[config.mk]
export PLATFORM = sky130hd
export DESIGN_NAME = ysyx_24110015_lsu
export DESIGN_NICKNAME = d
export VERILOG_FILES = /design/src/rtl/ysyx_24110015_lsu.sv
export SDC_FILE = /design/constraint.sdc
export NUM_CORES = 1
export LEC_CHECK = 0
export BUFFER_PORTS_ARGS = -buffer_cell sky130_fd_sc_hd__buf_4
export CORE_UTILIZATION = 45
export DETAILED_ROUTE_END_ITERATION = 7
export PLACE_DENSITY = 0.83
export SKIP_LAST_GASP = 1
export SYNTH_ARGS = -nofsm -noshare
export SYNTH_HDL_FRONTEND = slang
export SYNTH_SLANG_ARGS = --single-unit
[constraint.sdc]
create_clock -name clk -period 2.6 [get_ports clk]
set_clock_uncertainty 0.1 [all_clocks]
set_input_delay 0 -clock clk [delete_from_list [all_inputs] [get_ports clk]]
set_output_delay 0 -clock clk [all_outputs]
set_load 0.05 [all_outputs]
[src/rtl/ysyx_24110015_lsu.sv]
// ysyx_24110015_lsu: multi-cycle load/store unit on a req/gnt/rvalid bus with byte strobes and timeout.
// Define LSU_MISALIGN_TRAP_EN to trap misaligned accesses instead of silently aligning them down.
module ysyx_24110015_lsu #(
    parameter int DW      = 32,
    parameter int AW      = 32,
    parameter int TIMEOUT = 255
) (
    input  logic            clk,
    input  logic            rst,
    input  logic            in_valid,
    output logic            in_ready,
    input  logic            in_wen,
    input  logic [2:0]      in_func3,
    input  logic [AW-1:0]   in_addr,
    input  logic [DW-1:0]   in_wdata,
    output logic            out_valid,
    input  logic            out_ready,
    output logic [DW-1:0]   out_rdata,
    output logic            out_err,
    output logic            mem_req,
    input  logic            mem_gnt,
    output logic            mem_we,
    output logic [AW-1:0]   mem_addr,
    output logic [DW-1:0]   mem_wdata,
    output logic [DW/8-1:0] mem_wstrb,
    input  logic            mem_rvalid,
    input  logic [DW-1:0]   mem_rdata,
    input  logic            mem_rerr
);
    localparam int NB = DW / 8;
    localparam int OW = $clog2(NB);
    localparam int SW = $clog2(DW) + 1;
    localparam int CW = $clog2(TIMEOUT + 1);

    typedef enum logic [1:0] {IDLE, REQ, WAIT, RESP} state_t;

    state_t          state_q, state_d;
    logic [AW-1:0]   addr_q, addr_d;
    logic [2:0]      func3_q, func3_d;
    logic            wen_q, wen_d;
    logic [DW-1:0]   wdata_q, wdata_d;
    logic [DW-1:0]   rdata_q, rdata_d;
    logic            err_q, err_d;
    logic [CW-1:0]   cnt_q, cnt_d;

    logic [OW-1:0]   in_off, in_am, off;
    logic [1:0]      sz;
    logic            illegal, bad, tmo;
    logic [SW-1:0]   k;
    logic [DW-1:0]   sh, sl, ext;
    logic signed [DW-1:0] sx;

    assign in_off  = in_addr[OW-1:0];
    assign in_am   = OW'((4'd1 << in_func3[1:0]) - 4'd1);
    assign illegal = (in_func3 == 3'b111) || (in_wen && in_func3[2]) ||
                     (DW == 32 && (in_func3[1:0] == 2'b11 || in_func3 == 3'b110));
`ifdef LSU_MISALIGN_TRAP_EN
    assign bad = illegal || |(in_off & in_am);
`else
    assign bad = illegal;
`endif

    // Extension: move the selected lanes to the top, then shift back arithmetically or logically.
    assign off = addr_q[OW-1:0];
    assign sz  = func3_q[1:0];
    assign k   = SW'(DW) - (SW'(8) << sz);
    assign sh  = mem_rdata >> {off, 3'b000};
    assign sl  = sh << k;
    assign sx  = $signed(sl) >>> k;
    assign ext = func3_q[2] ? sl >> k : $unsigned(sx);
    assign tmo = cnt_q == CW'(TIMEOUT - 1);

    assign in_ready  = state_q == IDLE && !rst;
    assign out_valid = state_q == RESP;
    assign out_rdata = rdata_q;
    assign out_err   = err_q;
    assign mem_req   = state_q == REQ;
    assign mem_we    = mem_req && wen_q;
    assign mem_addr  = mem_req ? {addr_q[AW-1:OW], {OW{1'b0}}} : '0;
    assign mem_wdata = mem_req ? wdata_q << {off, 3'b000} : '0;
    assign mem_wstrb = mem_req ? ~({NB{1'b1}} << (4'd1 << sz)) << off : '0;

    always_comb begin
        state_d = state_q;
        addr_d  = addr_q;
        func3_d = func3_q;
        wen_d   = wen_q;
        wdata_d = wdata_q;
        rdata_d = rdata_q;
        err_d   = err_q;
        cnt_d   = cnt_q;
        unique case (state_q)
            IDLE: if (in_valid) begin
                addr_d  = {in_addr[AW-1:OW], in_off & ~in_am};
                func3_d = in_func3;
                wen_d   = in_wen;
                wdata_d = in_wdata;
                rdata_d = '0;
                err_d   = bad;
                cnt_d   = '0;
                state_d = bad ? RESP : REQ;
            end
            REQ: begin
                cnt_d = cnt_q + CW'(1);
                if (tmo) begin
                    err_d   = 1'b1;
                    rdata_d = '0;
                    state_d = RESP;
                end else if (mem_gnt) begin
                    state_d = WAIT;
                end
            end
            WAIT: begin
                cnt_d = cnt_q + CW'(1);
                if (mem_rvalid) begin
                    rdata_d = (wen_q || mem_rerr) ? '0 : ext;
                    err_d   = mem_rerr;
                    state_d = RESP;
                end else if (tmo) begin
                    err_d   = 1'b1;
                    rdata_d = '0;
                    state_d = RESP;
                end
            end
            RESP: if (out_ready) state_d = IDLE;
        endcase
    end

    always_ff @(posedge clk) begin
        if (rst) begin
            state_q <= IDLE;
            addr_q  <= '0;
            func3_q <= '0;
            wen_q   <= 1'b0;
            wdata_q <= '0;
            rdata_q <= '0;
            err_q   <= 1'b0;
            cnt_q   <= '0;
        end else begin
            state_q <= state_d;
            addr_q  <= addr_d;
            func3_q <= func3_d;
            wen_q   <= wen_d;
            wdata_q <= wdata_d;
            rdata_q <= rdata_d;
            err_q   <= err_d;
            cnt_q   <= cnt_d;
        end
    end
endmodule

======== Word level (Yosys, flattened, before mapping) ========
Index checks and enable logic that the tools add are counted.
W data, S select, Z words.
storage, ports and cells
  flip-flop bits (word level) ............. 111
  bits of input ports ..................... 107
  logic and storage cells ................. 74
cells by class
  add/sub/neg operators ................... 3
  equality and inequality tests ........... 11
  shift operators ......................... 10
  multiplexer cells ....................... 23
  bitwise logic cells ..................... 3
  reductions and logical operators ........ 16
operators with widths
  operator               number
  $mux W32               7
  $pmux W32 S3           1
  $shl A32 B5 Y32        1
  $shl A32 B6 Y32        1
  $shr A32 B5 Y32        1
  $shr A32 B6 Y32        1
  $sshr A32 B6 Y32       1
  $pmux W8 S2            1
  $mux W2                7
  $add A8 B1 Y8 const B  1
  $eq A8 B8 Y1 const B   1
  $mux W8                1
  $pmux W2 S4            1
  $eq A2 B2 Y1 const B   3
  $eq A3 B3 Y1 const B   2
  $reduce_and A2 Y1      3
  $shl A4 B2 Y6 const A  1
  $sub A6 B6 Y6 const A  1
  $logic_or A1 B1 Y1     4
  $mux W4                1
  $not A4 Y4             1
  $reduce_and A4 Y1      1
  $shl A1 B2 Y4 const A  1
  $shl A4 B2 Y4          1
  other kinds (18)       22

======== Longest topological paths before layout ========
  word-level depth ........................ 8
  depth in mapped cells ................... 9
  gate-level depth less buffers ........... 6

======== Least setup slack after synthesis ========
No wires, ideal clock.
  kind .................................... reg-to-output
  start ................................... register state_q[1]
  end ..................................... output port mem_wdata[30]
  arrival ................................. 2.836 ns
  required time ........................... 2.500 ns
  slack ................................... -0.336 ns
  stages on the path, launching flop included .. 7
  path through ............................ dfxtp_1 inv_1 ha_1 clkbuf_1 clkinv_1 clkbuf_1 a211oi_1
between the ends
  word-level cells in the longest chain between the ends .. 2
ends and longest elaborated chain
  item                    line  text
  from (decl)             37    state_t state_q, state_d;
  from (signal assigned)  140   state_q <= state_d;
  $eq A2 B1 Y1            77    assign mem_req = state_q == REQ;
  via mem_req             20    output logic mem_req,
  $mux W32                80    assign mem_wdata = mem_req ? wdata_q << {off, 3'b000} : '0;
  to (decl)               24    output logic [DW-1:0] mem_wdata,
The timed path passes the listed nets, and every way through them passes these cells.

======== Worst setup path in the final report ========
  start ................................... register addr_q[1]
  end ..................................... output port mem_wdata[21]
between the ends
  word-level cells in the longest chain between the ends .. 2
ends and longest elaborated chain
  item                    line  text
  from (decl)             38    logic [AW-1:0] addr_q, addr_d;
  from (signal assigned)  141   addr_q <= addr_d;
  $shl A32 B5 Y32         80
  $mux W32                80
No other way between the ends.

==> impl_metrics.csv <==
group,metric,value,unit
run_status,status,"finished clean",
place,hpwlAfterDp,12440,um
grt,globalRouteTotalUtil,30.22,%
setup_path,cp_cell_sequence,"buf_4, mux2i_1, nor2_1, a21oi_1, nor2_1, buf_4",
timing,finalHoldViolCount,0,
clocking,cts-root-buf,"clkbuf_16",
synth,syn-cell-area,5674,sq um
clocking,post_cts_buffers,0,
final_layout,area_delta_synth_final,53.10,%
route,drtIter0Drc,473,
final_layout,layout_commonest_cell,"buf_4",
clocking,clk_latency,360,ps
synth,yosysSeqAreaShare,39.16,%
route,drt-vias-per-instance,5.528,
route,vias,6473,
setup_path,critPathKind,"flip-flop to output port",
clocking,cts_sinks,111,
grt,grt_max_degree,79,
clocking,cts_tree,"yes",
setup_path,max_stage_delay,590,ps
floorplanning,start_util,46.66,%
place,placed_cells,1055,
clocking,clk_pin_slew_worst_paths,80,ps
timing,slew_headroom,43.57,%
route,dr.pass1.iters,5,
power,leakage,3.619,nW
clocking,cts-buffers-inserted,9,
timing,rsz0062_at_grt,"no",
synth,syn_inst,714,
setup_path,required,2500,ps
synth,synth_warnings,0,
setup_path,crit_path_max_fanout,31,
floorplanning,die_area,13060,sq um
final_layout,drive_gt1_share,26.85,%
final_layout,final_cell_mix,"buf_4, nand2_1, dfxtp_1, dlygate4sd3_1, a21oi_1",
synth,synth_fa_ha_area_share,1.544,%
grt,antenna_found_initial,1,
place,gp_congestion,0.8542,
grt,grt_pass1_wl,30910,um
setup_path,end_kind,"output port",
synth,synth_mux_area_share,6.924,%
job,maxCapViolations,0,
synth,synthSimpleGateAreaFrac,24.23,%
timing,finalCritPeriodShare,89.89,%
route,drtAntennaViolNets,0,
timing,worst_pin_slew,846.5,ps
setup_path,path_depth,6,
final_layout,fin_nets,1111,
power,powerDensity,704.9,nW/um^2
synth,synthFlopType,"dfxtp_1",
synth,synth_compound_area_share,22.23,%
setup_path,crit_arrival,2240,ps
min_path,hold_class,"primary input to flip-flop",
synth,ys_seq_elements,111,
clocking,h-tree-depth,3,
setup_path,cp_top_family,"buffers and inverters",
floorplanning,row_count,40,
floorplanning,coreArea,12160,sq um
synth,syn_area_per_cell,7.947,sq um
place,dp_worst_setup_slack,305.4,ps
clocking,clockBufferDepth,2,
setup_path,start_kind,"flip-flop",
timing,fin_ws,262.9,ps
synth,ys_types,55,
power,peakVddDrop,0.5225,mV
route,wire_per_inst,16.92,um
floorplanning,die_y,114.3,um
place,portBuffers,209,
timing,setup_violations,0,
synth,synth_xor_area_share,0.9261,%
setup_path,slowest_stage,"dfxtp_4",
synth,synth_top_family_by_area,"simple AND/OR/NAND/NOR gates",
timing,fmax,427.9,MHz
floorplanning,num_io_pins,212,
floorplanning,die_w,114.3,um
route,drt-total-wl,19820,um
timing,layout_min_cycle_time,2337,ps
setup_path,r2r_cells,6,
min_path,worstHoldPathCells,4,
route,drc,0,
setup_path,critPathBufInv,2,
synth,synth-async-reset-ratio,0,%
grt,grt_overflow,0,
grt,grt_pass1_vias,6247,
final_layout,final_cells,1171,
synth,synth_edf_count,0,
timing,final_max_slew_viol_count,0,
==> worst register-to-register path, stage by stage, from the launching register on <==
cell       delay [ps]
dfxtp_1           430
inv_1              90
ha_1              350
inv_4              60
or4b_4            560
a2111oi_4         500
a221o_1           190
==> metal layers <==
| metal | share of wire, % | wire, um | global-route usage [%] |
|---|---|---|---|
| met1 | 40 | 8014 | 35.30 |
| met2 | 48 | 9470 | 52.08 |
| met3 | 7.9 | 1562 | 7.200 |
| met4 | 3.9 | 772 | 14.46 |
| met5 | 0 | 0 | 0 |
==> cell usage after synthesis, types with 2 or more instances <==
cell type,count,area share [%]
ha_1,7,1.5
a31oi_1,4,0.44
a22o_1,9,1.4
o21ai_0,13,1.1
nor3_1,6,0.53
o211ai_1,2,0.26
a32o_1,9,1.6
nor2b_1,23,2.5
a211o_1,7,1.1
clkbuf_1,25,1.7
mux2i_1,28,4.9
dfxtp_1,111,39
a221oi_1,5,0.77
a21oi_1,99,8.7
o2bb2ai_1,5,0.77
buf_4,3,0.40
a211oi_1,17,2.2
nand2_1,152,10
nand3_1,8,0.71
nand2b_1,4,0.44
nor4_1,2,0.22
a221o_1,8,1.4
inv_1,7,0.46
and3_1,3,0.33
xnor2_1,3,0.46
and2_1,42,4.6
buf_1,8,0.53
mux2_2,8,1.6
nand4_1,5,0.55
o22ai_1,2,0.22
nor2_1,47,3.1
buf_2,17,1.5
xor2_1,3,0.46
==> sequential cells by signal (all words and copies together), names as in the netlist <==
| signal | cells |
|---|---|
| addr_q | 32 |
| out_rdata | 32 |
| wdata_q | 32 |
| cnt_q | 8 |
| func3_q | 3 |
| state_q | 2 |
| out_err | 1 |
| wen_q | 1 |
==> power breakdown <==
part	leakage (nW)	total [W]	switching [W]	internal (W)
Combinational	2.56	0.00256	0.00162	0.000946
Clock	0.151	0.00144	0.000661	0.000781
Sequential	0.905	0.00212	0.000197	0.00192
Total	3.62	0.00612	0.00247	0.00365
==> what timing repair did <==
item,4_1_cts,5_1_grt
setup endpoints to repair,0,11
hold buffers,99,0
gates resized for setup,0,3
hold endpoints to repair,98,0
==> final cells by class <==
cell class / instances / area [sq um]
fillers: 931 / 3475
repair buffers: 325 / 2700
multi-input cells: 541 / 3201
clock inverters: 6 / 67.56
well taps: 168 / 210.2
flip-flops and latches: 111 / 2227
clock buffers: 10 / 239.0
inverters: 9 / 40.04
diodes: 1 / 2.502
==> logic make-up (layout without fill, tap and decap cells) <==
group / count (synthesis) / in the layout
flops: 111 / 111
fa+ha+maj: 7 / 7
mux: 37 / 37
xor+xnor: 6 / 6
compound gates: 190 / 190
buf+inv: 63 / 350
other cells: 1 / 3
simple gates: 299 / 299
==> per-stage QoR <==
step           utilization [%]  total power [W]  TNS, ps  instance area [sq um]  hold WS, ps
6_report                 71.43         0.006124        0                   8687        8.420
5_1_grt                  71.43         0.006445        0                   8687        30.63
4_1_cts                  71.34         0.006095        0                   8676        4.081
3_5_place_dp             60.67         0.004516        0                   7378        154.7
3_3_place_gp             60.67         0.004467        0                   7378        145.5
2_1_floorplan                -         0.003783   -980.8                   5692        35.96
==> worst paths after layout <==
check | slack, ps | start | end
worst min-delay path | 8 | mem_gnt | state_q[0]
worst min register to register | 350 | addr_q[5] | addr_q[5]
worst max register to register | 280 | state_q[1] | out_rdata[16]
worst max-delay path | 260 | addr_q[1] | mem_wdata[21]
No activity file was read; power rests on OpenSTA's default activity.
